==> config.mk <==
export PLATFORM = sky130hd
export DESIGN_NAME = systolic_seq
export DESIGN_NICKNAME = d
export VERILOG_FILES = /design/src/rtl/systola_pkg.sv /design/src/rtl/skew_line.sv /design/src/rtl/systolic_seq.sv
export SDC_FILE = /design/constraint.sdc
export NUM_CORES = 1
export LEC_CHECK = 0
export ABC_AREA = 1
export BUFFER_PORTS_ARGS = -buffer_cell sky130_fd_sc_hd__buf_2
export CORE_ASPECT_RATIO = 0.9
export CORE_MARGIN = 5
export CORE_UTILIZATION = 52
export DETAILED_ROUTE_END_ITERATION = 8
export MAX_ROUTING_LAYER = met4
export PLACE_DENSITY = 0.87
export SETUP_SLACK_MARGIN = 0.4
export SYNTH_ARGS = -nofsm -noshare
export SYNTH_HDL_FRONTEND = slang
export SYNTH_SLANG_ARGS = --single-unit
==> constraint.sdc <==
create_clock -name clk -period 1.9 [get_ports clk]
set_input_delay 0.475 -clock clk [delete_from_list [all_inputs] [get_ports clk]]
set_output_delay 0.475 -clock clk [all_outputs]
set_load 0.03 [all_outputs]
==> src/rtl/systola_pkg.sv <==
// Shared constants and state encoding for the systolic array sequencer.
package systola_pkg;
  localparam int DATA_W = 8;
  localparam int ACC_W  = 32;

  typedef enum logic [1:0] {S_IDLE, S_FEED, S_DRAIN, S_DONE} state_e;
endpackage

==> src/rtl/skew_line.sv <==
// Fixed-depth delay chain with async reset and synchronous clear.
// DEPTH of 0 is a plain wire from i_d to o_q.
module skew_line #(
  parameter int DEPTH = 0,
  parameter int W     = 8
) (
  input  logic         clk,
  input  logic         rst_n,
  input  logic         i_clr,
  input  logic [W-1:0] i_d,
  output logic [W-1:0] o_q
);
  generate
    if (DEPTH == 0) begin : g_pass
      logic w_unused;
      assign w_unused = clk ^ rst_n ^ i_clr;
      assign o_q = i_d;
    end else begin : g_pipe
      logic [DEPTH-1:0][W-1:0] r_pipe;
      always_ff @(posedge clk or negedge rst_n) begin
        if (!rst_n) begin
          r_pipe <= '0;
        end else if (i_clr) begin
          r_pipe <= '0;
        end else begin
          r_pipe[0] <= i_d;
          for (int s = 1; s < DEPTH; s++) r_pipe[s] <= r_pipe[s-1];
        end
      end
      assign o_q = r_pipe[DEPTH-1];
    end
  endgenerate
endmodule

==> src/rtl/systolic_seq.sv <==
// Operand sequencer for an N x N output-stationary systolic array: reads K
// operand columns, skews them onto the array edges and signals completion.
// Optional SYSTOLA_PERF_CNT_EN adds run_cnt / busy_cyc performance counters.
module systolic_seq
  import systola_pkg::*;
#(
  parameter int N   = 4,
  parameter int K_W = 8
) (
  input  logic                      clk,
  input  logic                      rst_n,
  input  logic                      start,
  input  logic                      abort,
  input  logic [K_W-1:0]            k_len,
  output logic                      busy,
  output logic                      done,
  output logic                      rd_en,
  output logic [K_W-1:0]            rd_addr,
  input  logic [N-1:0][DATA_W-1:0]  a_rdata,
  input  logic [N-1:0][DATA_W-1:0]  b_rdata,
  output logic [N-1:0]              row_fire,
  output logic [N-1:0][DATA_W-1:0]  row_data,
  output logic [N-1:0][DATA_W-1:0]  col_weight
`ifdef SYSTOLA_PERF_CNT_EN
  ,
  output logic [15:0]               run_cnt,
  output logic [31:0]               busy_cyc
`endif
);
  localparam int DW = $clog2(2 * N);
  localparam logic [DW-1:0] DRAIN_LAST = DW'(2 * N - 1);

  state_e         r_state, w_state_nx;
  logic [K_W-1:0] r_klen, w_klen_nx;
  logic [K_W-1:0] r_cnt, w_cnt_nx;
  logic [K_W-1:0] r_rd_addr, w_rd_addr_nx;
  logic           r_rd_en, w_rd_en_nx;
  logic [DW-1:0]  r_drain, w_drain_nx;
  logic           r_vld;
  logic           w_abort_run;

  logic [N-1:0][DATA_W-1:0] w_a_in, w_b_in;

  assign w_abort_run = abort && (r_state == S_FEED || r_state == S_DRAIN);

  // FEED spends its first cycle priming, then issues one read per cycle;
  // r_cnt reaching r_klen means the last read (K-1) has gone out.
  always_comb begin
    w_state_nx   = r_state;
    w_klen_nx    = r_klen;
    w_cnt_nx     = r_cnt;
    w_rd_en_nx   = 1'b0;
    w_rd_addr_nx = '0;
    w_drain_nx   = r_drain;
    unique case (r_state)
      S_IDLE: begin
        if (start && !abort && k_len != '0) begin
          w_state_nx = S_FEED;
          w_klen_nx  = k_len;
          w_cnt_nx   = '0;
        end
      end
      S_FEED: begin
        if (r_cnt == r_klen) begin
          w_state_nx = S_DRAIN;
          w_drain_nx = DRAIN_LAST;
        end else begin
          w_rd_en_nx   = 1'b1;
          w_rd_addr_nx = r_cnt;
          w_cnt_nx     = r_cnt + 1'b1;
        end
      end
      S_DRAIN: begin
        if (r_drain == '0) w_state_nx = S_DONE;
        else               w_drain_nx = r_drain - 1'b1;
      end
      S_DONE: w_state_nx = S_IDLE;
    endcase
    if (w_abort_run) begin
      w_state_nx   = S_IDLE;
      w_rd_en_nx   = 1'b0;
      w_rd_addr_nx = '0;
    end
  end

  always_ff @(posedge clk or negedge rst_n) begin
    if (!rst_n) begin
      r_state   <= S_IDLE;
      r_klen    <= '0;
      r_cnt     <= '0;
      r_rd_en   <= 1'b0;
      r_rd_addr <= '0;
      r_drain   <= '0;
      r_vld     <= 1'b0;
    end else begin
      r_state   <= w_state_nx;
      r_klen    <= w_klen_nx;
      r_cnt     <= w_cnt_nx;
      r_rd_en   <= w_rd_en_nx;
      r_rd_addr <= w_rd_addr_nx;
      r_drain   <= w_drain_nx;
      r_vld     <= w_abort_run ? 1'b0 : r_rd_en;
    end
  end

  assign busy    = (r_state != S_IDLE);
  assign done    = (r_state == S_DONE);
  assign rd_en   = r_rd_en;
  assign rd_addr = r_rd_addr;

  // r_vld marks buffer data returning this cycle; gating keeps idle lanes at 0.
  for (genvar i = 0; i < N; i++) begin : g_lane
    assign w_a_in[i] = r_vld ? a_rdata[i] : '0;
    assign w_b_in[i] = r_vld ? b_rdata[i] : '0;

    skew_line #(.DEPTH(i), .W(DATA_W)) u_row (
      .clk(clk), .rst_n(rst_n), .i_clr(w_abort_run), .i_d(w_a_in[i]), .o_q(row_data[i])
    );
    skew_line #(.DEPTH(i), .W(DATA_W)) u_col (
      .clk(clk), .rst_n(rst_n), .i_clr(w_abort_run), .i_d(w_b_in[i]), .o_q(col_weight[i])
    );
    skew_line #(.DEPTH(i), .W(1)) u_fire (
      .clk(clk), .rst_n(rst_n), .i_clr(w_abort_run), .i_d(r_vld), .o_q(row_fire[i])
    );
  end

`ifdef SYSTOLA_PERF_CNT_EN
  always_ff @(posedge clk or negedge rst_n) begin
    if (!rst_n) begin
      run_cnt  <= '0;
      busy_cyc <= '0;
    end else begin
      if (busy) busy_cyc <= busy_cyc + 1'b1;
      if (done && run_cnt != 16'hFFFF) run_cnt <= run_cnt + 1'b1;
    end
  end
`endif
endmodule

==> results of run 1 <==
==> final cells by class <==
type                            instances  share of cell area
Sequential cell                       130               0.434
Clock inverter                         15              0.0186
Tap cell                              129              0.0215
Multi-Input combinational cell        315               0.230
Antenna cell                            2            0.000666
Inverter                               97              0.0498
Clock buffer                           17              0.0566
Timing Repair Buffer                  197               0.188
==> worst reg2reg max path, stage by stage, from the launching register on <==
cell     delay [ps]
dfrtp_2         420
inv_2            80
buf_4           140
buf_6           100
buf_6           100
buf_6           110
ha_4            170
inv_4            70
a21oi_4          40
a21oi_4         170
nand2_2         110
nand3_2          80
nand2_1          60
==> layer usage <==
metal  global-route usage  up-vias
met3               0.0659       46
met1                0.231     2041
met5                    -        -
met2                0.339      235
li1                     -     2054
met4               0.0803        0
==> through the flow <==
stage	util	cells
finish	0.737	902
CTS	0.690	885
detailed placement	0.600	836
global route	0.737	902
global placement	0.600	836
floorplan	-	598
==> cells by family (layout without fill, tap and decap cells) <==
kind of cell	Yosys count	after routing
flops	130	130
simple gates	285	285
xor+xnor	3	3
fa+ha+maj	8	8
other cells	0	2
buf+inv	153	326
compound gates	19	19
==> placed cells by master (no fill, tap or decap), drive strengths merged <==
cell and instances:
xnor2 3, clkbuf 20, clkinvlp 2, nand3b 1, clkinv 3, ha 8, diode 2, nand2 130
inv 107, dlygate4sd3 1, nor3 1, nand4 11, nor3b 1, nand3 11, o21ai 8, buf 193
or2 1, a21oi 11, dfrtp 130, nor2 129
==> sequential cells by signal (all words and copies together), names as in the netlist <==
signal and flops:
g_lane.u_col.o_q 24, g_lane.u_row.o_q 24, g_lane.u_col.g_pipe.r_pipe 24, g_lane.u_row.g_pipe.r_pipe 24, r_cnt 8, r_klen 8
rd_addr 8, g_lane.u_fire.o_q 3, r_drain 3, r_state 2, r_vld 1, rd_en 1
==> repair_timing <==
action | CTS | global route
buffers inserted | 15 | 12
endpoints found under the hold margin | 12 | 0
endpoints found under the setup margin | 126 | 143
hold buffers | 1 | 0
pin swaps | 3 | 19
gates resized for setup | 72 | 90
gates cloned | 1 | 3
==> worst paths after layout <==
kind | start | end | slack (ps) | cells after the start
max reg2reg | r_state[0]$_DFFE_PN0P_ | r_state[0]$_DFFE_PN0P_ | 120 | 12
min in group asynchronous | rst_n | r_klen[3]$_DFFE_PN0P_ | 550 | 2
max | r_vld$_DFF_PN0_ | col_weight[2] | 100 | 4
max in group asynchronous | rst_n | g_lane[1].u_row.o_q[5]$_DFF_PN0_ | 780 | 3
min reg2reg | g_lane[3].u_col.g_pipe.r_pipe[4]$_DFF_PN0_ | g_lane[3].u_col.g_pipe.r_pipe[12]$_DFF_PN0_ | 460 | 2
min | a_rdata[27] | g_lane[3].u_row.g_pipe.r_pipe[3]$_DFF_PN0_ | 280 | 3
==> power breakdown <==
group / internal (mW) / switching, mW
Combinational: 1.84 / 3.06
Sequential: 3.43 / 0.323
Clock: 1.73 / 1.35
Total: 7.00 / 4.74
==> run_results.csv, run 1 <==
group,metric,value,unit
layout,nNetsFinal,842,
sta,setup_viol,0,
sta,whs,279,ps
routing,wl_met2,7230,um
synth,syn_nets,682,
routing,first_pass_iters,5,
synth,netlist_top_cells_count,"130 x dfrtp_1, 127 x nor2_1, 126 x nand2_1, 95 x inv_1, 37 x buf_4",
setup_path,cp.arrival,1320,ps
layout,fill_cells,667,
cts,htree_levels,4,
sta,slew_headroom,0.699,
synth,synth_edf_count,0,
grt,grt_max_degree,50,
routing,remaining_drc_errors,0,
grt,grt_pass1_wl,19700,um
cts,cts_buffer_depth,2,
setup_path,path_cells,"buf_12, nand2_4, inv_2, buf_6",
layout,fin_area,7520,sq um
synth,synth-simple-area-share,0.219,
synth,synth_top_family_by_area,"simple AND/OR/NAND/NOR gates",
synth,synthMuxAreaShare,0,
placed_design,routabilityCongestion,0.874,
synth,synth_compound_area_frac,0.0217,
routing,wl_met1,5240,um
sta,clock_skew,13.4,ps
floorplan,coreArea,10200,sq um
floorplan,row_count,35,
setup_path,path_delay_family,"flip-flops",
setup_path,cp_max_fo,8,
sta,rsz0062_at_grt,"true",
floorplan,die_w,118,um
sta,fmax,557,MHz
routing,highest_layer,"met4",
synth,yosys-top-cells-area,"dfrtp_1 60%, nor2_1 8.8%, nand2_1 8.7%, inv_1 6.6%, buf_4 5.1%",
routing,met3_length,1150,um
setup_path,cp-end-kind,"primary output",
synth,synth_xor_area_frac,0.00485,
sta,worst_slack,105,ps
worst_hold_path,hold_class,"primary input to flop",
placed_design,place_area,6130,sq um
synth,ys_seq_area_frac,0.600,
routing,vias_per_cell,4.85,
placed_design,io_buffers,154,
pwr,p_total,11.7,mW
pwr,power.density,1560,nW/um^2
synth,syn_avg_cell_area,9.06,sq um
grt,grt_remaining_overflow,0,
layout,syn2layout_area_growth,38.7,%
synth,synth_ff_type,"dfrtp_1",
sta,fin_setup_tns,0,ps
run_status,status,"finished clean",
synth,ys_async_sr_fraction,1.00,
layout,multiInputGateArea,1730,sq um
grt,grt_pass1_vias,4224,
pwr,p_leak,4.06,nW
synth,yosys_warnings,0,
synth,netlist_area,5420,sq um
routing,dr_total_vias,4376,
grt,grt_usage,0.204,
floorplan,dieArea,12600,sq um
sta,worstMarginPinSlew,452,ps
synth,yosysMostFrequentCell,"dfrtp_1",
routing,ant_nets,0,
sta,maxSlewViolCount,0,
sta,min_period_over_period,0.945,
placed_design,hpwl,7700,um
grt,antenna_found_initial,2,
sta,hold_violations,0,
floorplan,start_util,0.531,
routing,routedWlPerCell,15.6,um
cts,clk_pin_slew,60,ps
routing,drtIter0Drc,452,
setup_path,crit_buf_inv,3,
pwr,peakVddDrop,1.06,mV
setup_path,start_kind,"flop",
synth,ys_seq_elements,130,
synth,synth-adder-area-share,0.0185,
setup_path,slowest_delay,510,ps
cts,numCtsBuffers,17,
setup_path,cp_data_required_time,1420,ps
sta,min_period,1800,ps
cts,clk_latency,410,ps
synth,yosys.area.top_type,"dfrtp_1",
synth,yosysTopAreaCellShare,0.600,
placed_design,dpl_worst_slack,274,ps
setup_path,crit_slowest_cell,"dfrtp_4",
layout,seq_area,3260,sq um
synth,synth_cells,598,
setup_path,crit_type,"flop to primary output",
job,cap_violations,0,
cts,clock_sinks,130,
cts,tritoncts,"done",
floorplan,pin_count,155,
floorplan,die_h,107,um
layout,drive_gt1_frac,0.422,
cts,clock-root-buffer,"clkbuf_16",
routing,wl,14100,um
synth,yosys.cell_types.count,28,
(Power assumes the default switching activity.)
==> run 2, diff against run 1 <==
ABC_AREA = unset   (was 1)
CORE_UTILIZATION = 51   (was 52)
PLACE_DENSITY = 0.86   (was 0.87)
==> run 2 against run 1 <==
Effect of this change:
- combinational power down 7.1%
- non-clock buffer count increased by 13
- total power decreased by 1.4%
- clock skew decreased by 5.0 ps
- first-iteration DRC count fell by 33%
- sequential power decreased by 3%
- highest routed layer unchanged
==> run_results.csv, run 2 <==
group,metric,value,unit
run_status,status,"finished clean",
pwr,p_leak,4.01,nW
cts,clock_sinks,130,
synth,ys_seq_elements,130,
grt,grt_remaining_overflow,0,
pwr,p_comb_frac,0.394,
pwr,peakVddDrop,1.29,mV
sta,fin_setup_tns,0,ps
floorplan,coreArea,9780,sq um
sta,min_period,1750,ps
layout,antenna_cells,0,
synth,yosys.cell_types.count,43,
setup_path,worstSetupStartpoint,"r_state[1]$_DFFE_PN0P_",
floorplan,die_h,105,um
setup_path,cp_data_required_time,1420,ps
layout,drive_gt1_frac,0.519,
grt,grt_max_degree,52,
synth,ys_async_sr_fraction,1.00,
pwr,p_sw,4.10,mW
routing,wl,13800,um
grt,grt_pass1_vias,3947,
setup_path,ff2ff_path_depth,6,
synth,syn_nets,497,
setup_path,crit_type,"flop to primary output",
floorplan,start_util,0.527,
job,cap_violations,0,
pwr,cellInternalPower,7.48,mW
routing,routedWlPerCell,19.1,um
setup_path,reg2reg_from,"r_klen[1]$_DFFE_PN0P_",
grt,grt_usage,0.221,
sta,clock_skew,8.36,ps
cts,numCtsBuffers,17,
synth,syn_avg_cell_area,12.5,sq um
routing,ant_nets,0,
synth,yosys.area.top_type,"dfrtp_1",
cts,clk_pin_slew,60,ps
routing,vias_per_cell,5.16,
cts,holdBufCountCts,0,
cts,tritoncts,"done",
floorplan,dieArea,12200,sq um
synth,yosys_warnings,0,
synth,netlist_top_cells_count,"130 x dfrtp_1, 76 x and2_1, 49 x and3_1, 36 x buf_4, 18 x clkbuf_1",
synth,synth_edf_count,0,
setup_path,crit_path_end,"busy",
synth,yosysTopAreaCellShare,0.631,
pwr,power.density,1590,nW/um^2
sta,setup_viol,0,
sta,min_period_over_period,0.922,
layout,layout_common_cells,"131 x buf_2, 129 x dfrtp_1, 52 x and2_1, 48 x and3_1, 39 x buf_4",
placed_design,hpwl,8320,um
floorplan,pin_count,155,
grt,grt_pass1_wl,20200,um
layout,final_util,0.745,
routing,first_pass_iters,4,
layout,syn2layout_area_growth,41.4,%
routing,drtIter0Drc,304,
setup_path,start_kind,"flop",
grt,antenna_found_initial,0,
placed_design,io_buffers,154,
sta,worstMarginPinSlew,476,ps
setup_path,cp.arrival,1280,ps
synth,yosysMostFrequentCell,"dfrtp_1",
layout,fin_area,7290,sq um
synth,synth_cells,413,
synth,synth_ff_type,"dfrtp_1",
pwr,pwr-share-seq,0.315,
pwr,p_sw_frac,0.354,
setup_path,cp_max_fo,3,
sta,fmax,571,MHz
cts,clk_latency,400,ps
cts,clock-root-buffer,"clkbuf_16",
sta,maxSlewViolCount,0,
setup_path,cp-end-kind,"primary output",
sta,rsz0062_at_grt,"true",
sta,whs,1.37,ps
floorplan,row_count,34,
pwr,clockPowerShare,0.291,
routing,remaining_drc_errors,0,
pwr,p_total,11.6,mW
sta,slew_headroom,0.680,
synth,netlist_area,5160,sq um
worst_hold_path,hold_class,"primary input to async pin",
floorplan,die_w,116,um
synth,ys_seq_area_frac,0.631,
setup_path,reg2reg_slack,190,ps
routing,dr_total_vias,3732,
cts,htree_levels,4,
layout,nNetsFinal,669,
sta,hold_violations,0,
synth,yosys-top-cells-area,"dfrtp_1 63%, and2_1 9.2%, and3_1 5.9%, buf_4 5.2%, ha_1 1.9%",
layout,layout_commonest_cell,"buf_2",
setup_path,r2r_end,"r_drain[0]$_DFFE_PN0P_",
cts,cts_buffer_depth,2,
placed_design,routabilityCongestion,0.898,
placed_design,place_area,6020,sq um
-- run 2: repair_timing --
item                                    in CTS  in global routing
endpoints found under the setup margin     140                115
hold endpoints to repair                     0                  0
gates resized for setup                     66                 52
buffers inserted                            17                 10
pin swaps                                   25                 15
cloned                                       2                  1
-- run 2: logic make-up after synthesis --
| family | synth area share |
|---|---|
| XOR/XNOR | 0.0136 |
| flip-flops | 0.631 |
| adder cells (fa/ha/maj) | 0.0194 |
| AO/OA/AOI/OAI | 0.0517 |
| AND/OR/NAND/NOR | 0.184 |
| multiplexers | 0.0214 |
| buffers and inverters | 0.0786 |
-- run 2: through the flow --
stage,cells,worst slack (ps)
floorplan,413,3.26
global placement,662,-160
detailed placement,662,-202
CTS,712,131
global route,723,103
finish,723,148
-- run 2: per-layer routing --
| layer | vias up | share of wire | track usage |
|---|---|---|---|
| li1 | 1673 | - | - |
| met1 | 1853 | 0.36 | 0.260 |
| met2 | 165 | 0.55 | 0.370 |
| met3 | 41 | 0.057 | 0.0470 |
| met4 | 0 | 0.030 | 0.0845 |
| met5 | - | 0 | - |
-- run 2: power groups by stage --
stage,clock [mW],sequential (mW),combinational [mW]
finish,3.37,3.65,4.56
global route,3.53,3.70,4.84
CTS,3.41,3.62,4.01
detailed placement,0,3.71,3.27
global placement,0,3.67,3.13
floorplan,0,3.80,2.25
-- run 2: area by class of cell --
class / count / area (sq um)
clock buffer: 18 / 439
clock inverter: 13 / 174
fill: 649 / 2490
inverter: 10 / 40.0
multi-input combinational: 216 / 1790
sequential: 130 / 3250
tap: 126 / 158
timing repair buffer: 210 / 1440
-- run 2: worst max-delay path: stages, from the launching register on --
cell     delay [ps]
dfrtp_1         440
inv_2            80
ha_4            180
inv_4            60
buf_6           120
-- run 2: worst min path at each step --
stage                     depth (start not counted)                                        start  slack (ps)                                    endpoint
after floorplan                                   0                                        rst_n         180            g_lane[1].u_col.o_q[0]$_DFF_PN0_
after global placement                            1   g_lane[3].u_row.g_pipe.r_pipe[1]$_DFF_PN0_         430  g_lane[3].u_row.g_pipe.r_pipe[9]$_DFF_PN0_
after detailed placement                          1  g_lane[3].u_col.g_pipe.r_pipe[15]$_DFF_PN0_         430            g_lane[3].u_col.o_q[7]$_DFF_PN0_
after CTS                                         1                                        rst_n          20                       r_klen[1]$_DFFE_PN0P_
after global routing                              1                                        rst_n          30                       r_klen[1]$_DFFE_PN0P_
final                                             1                                        rst_n           1                       r_klen[1]$_DFFE_PN0P_
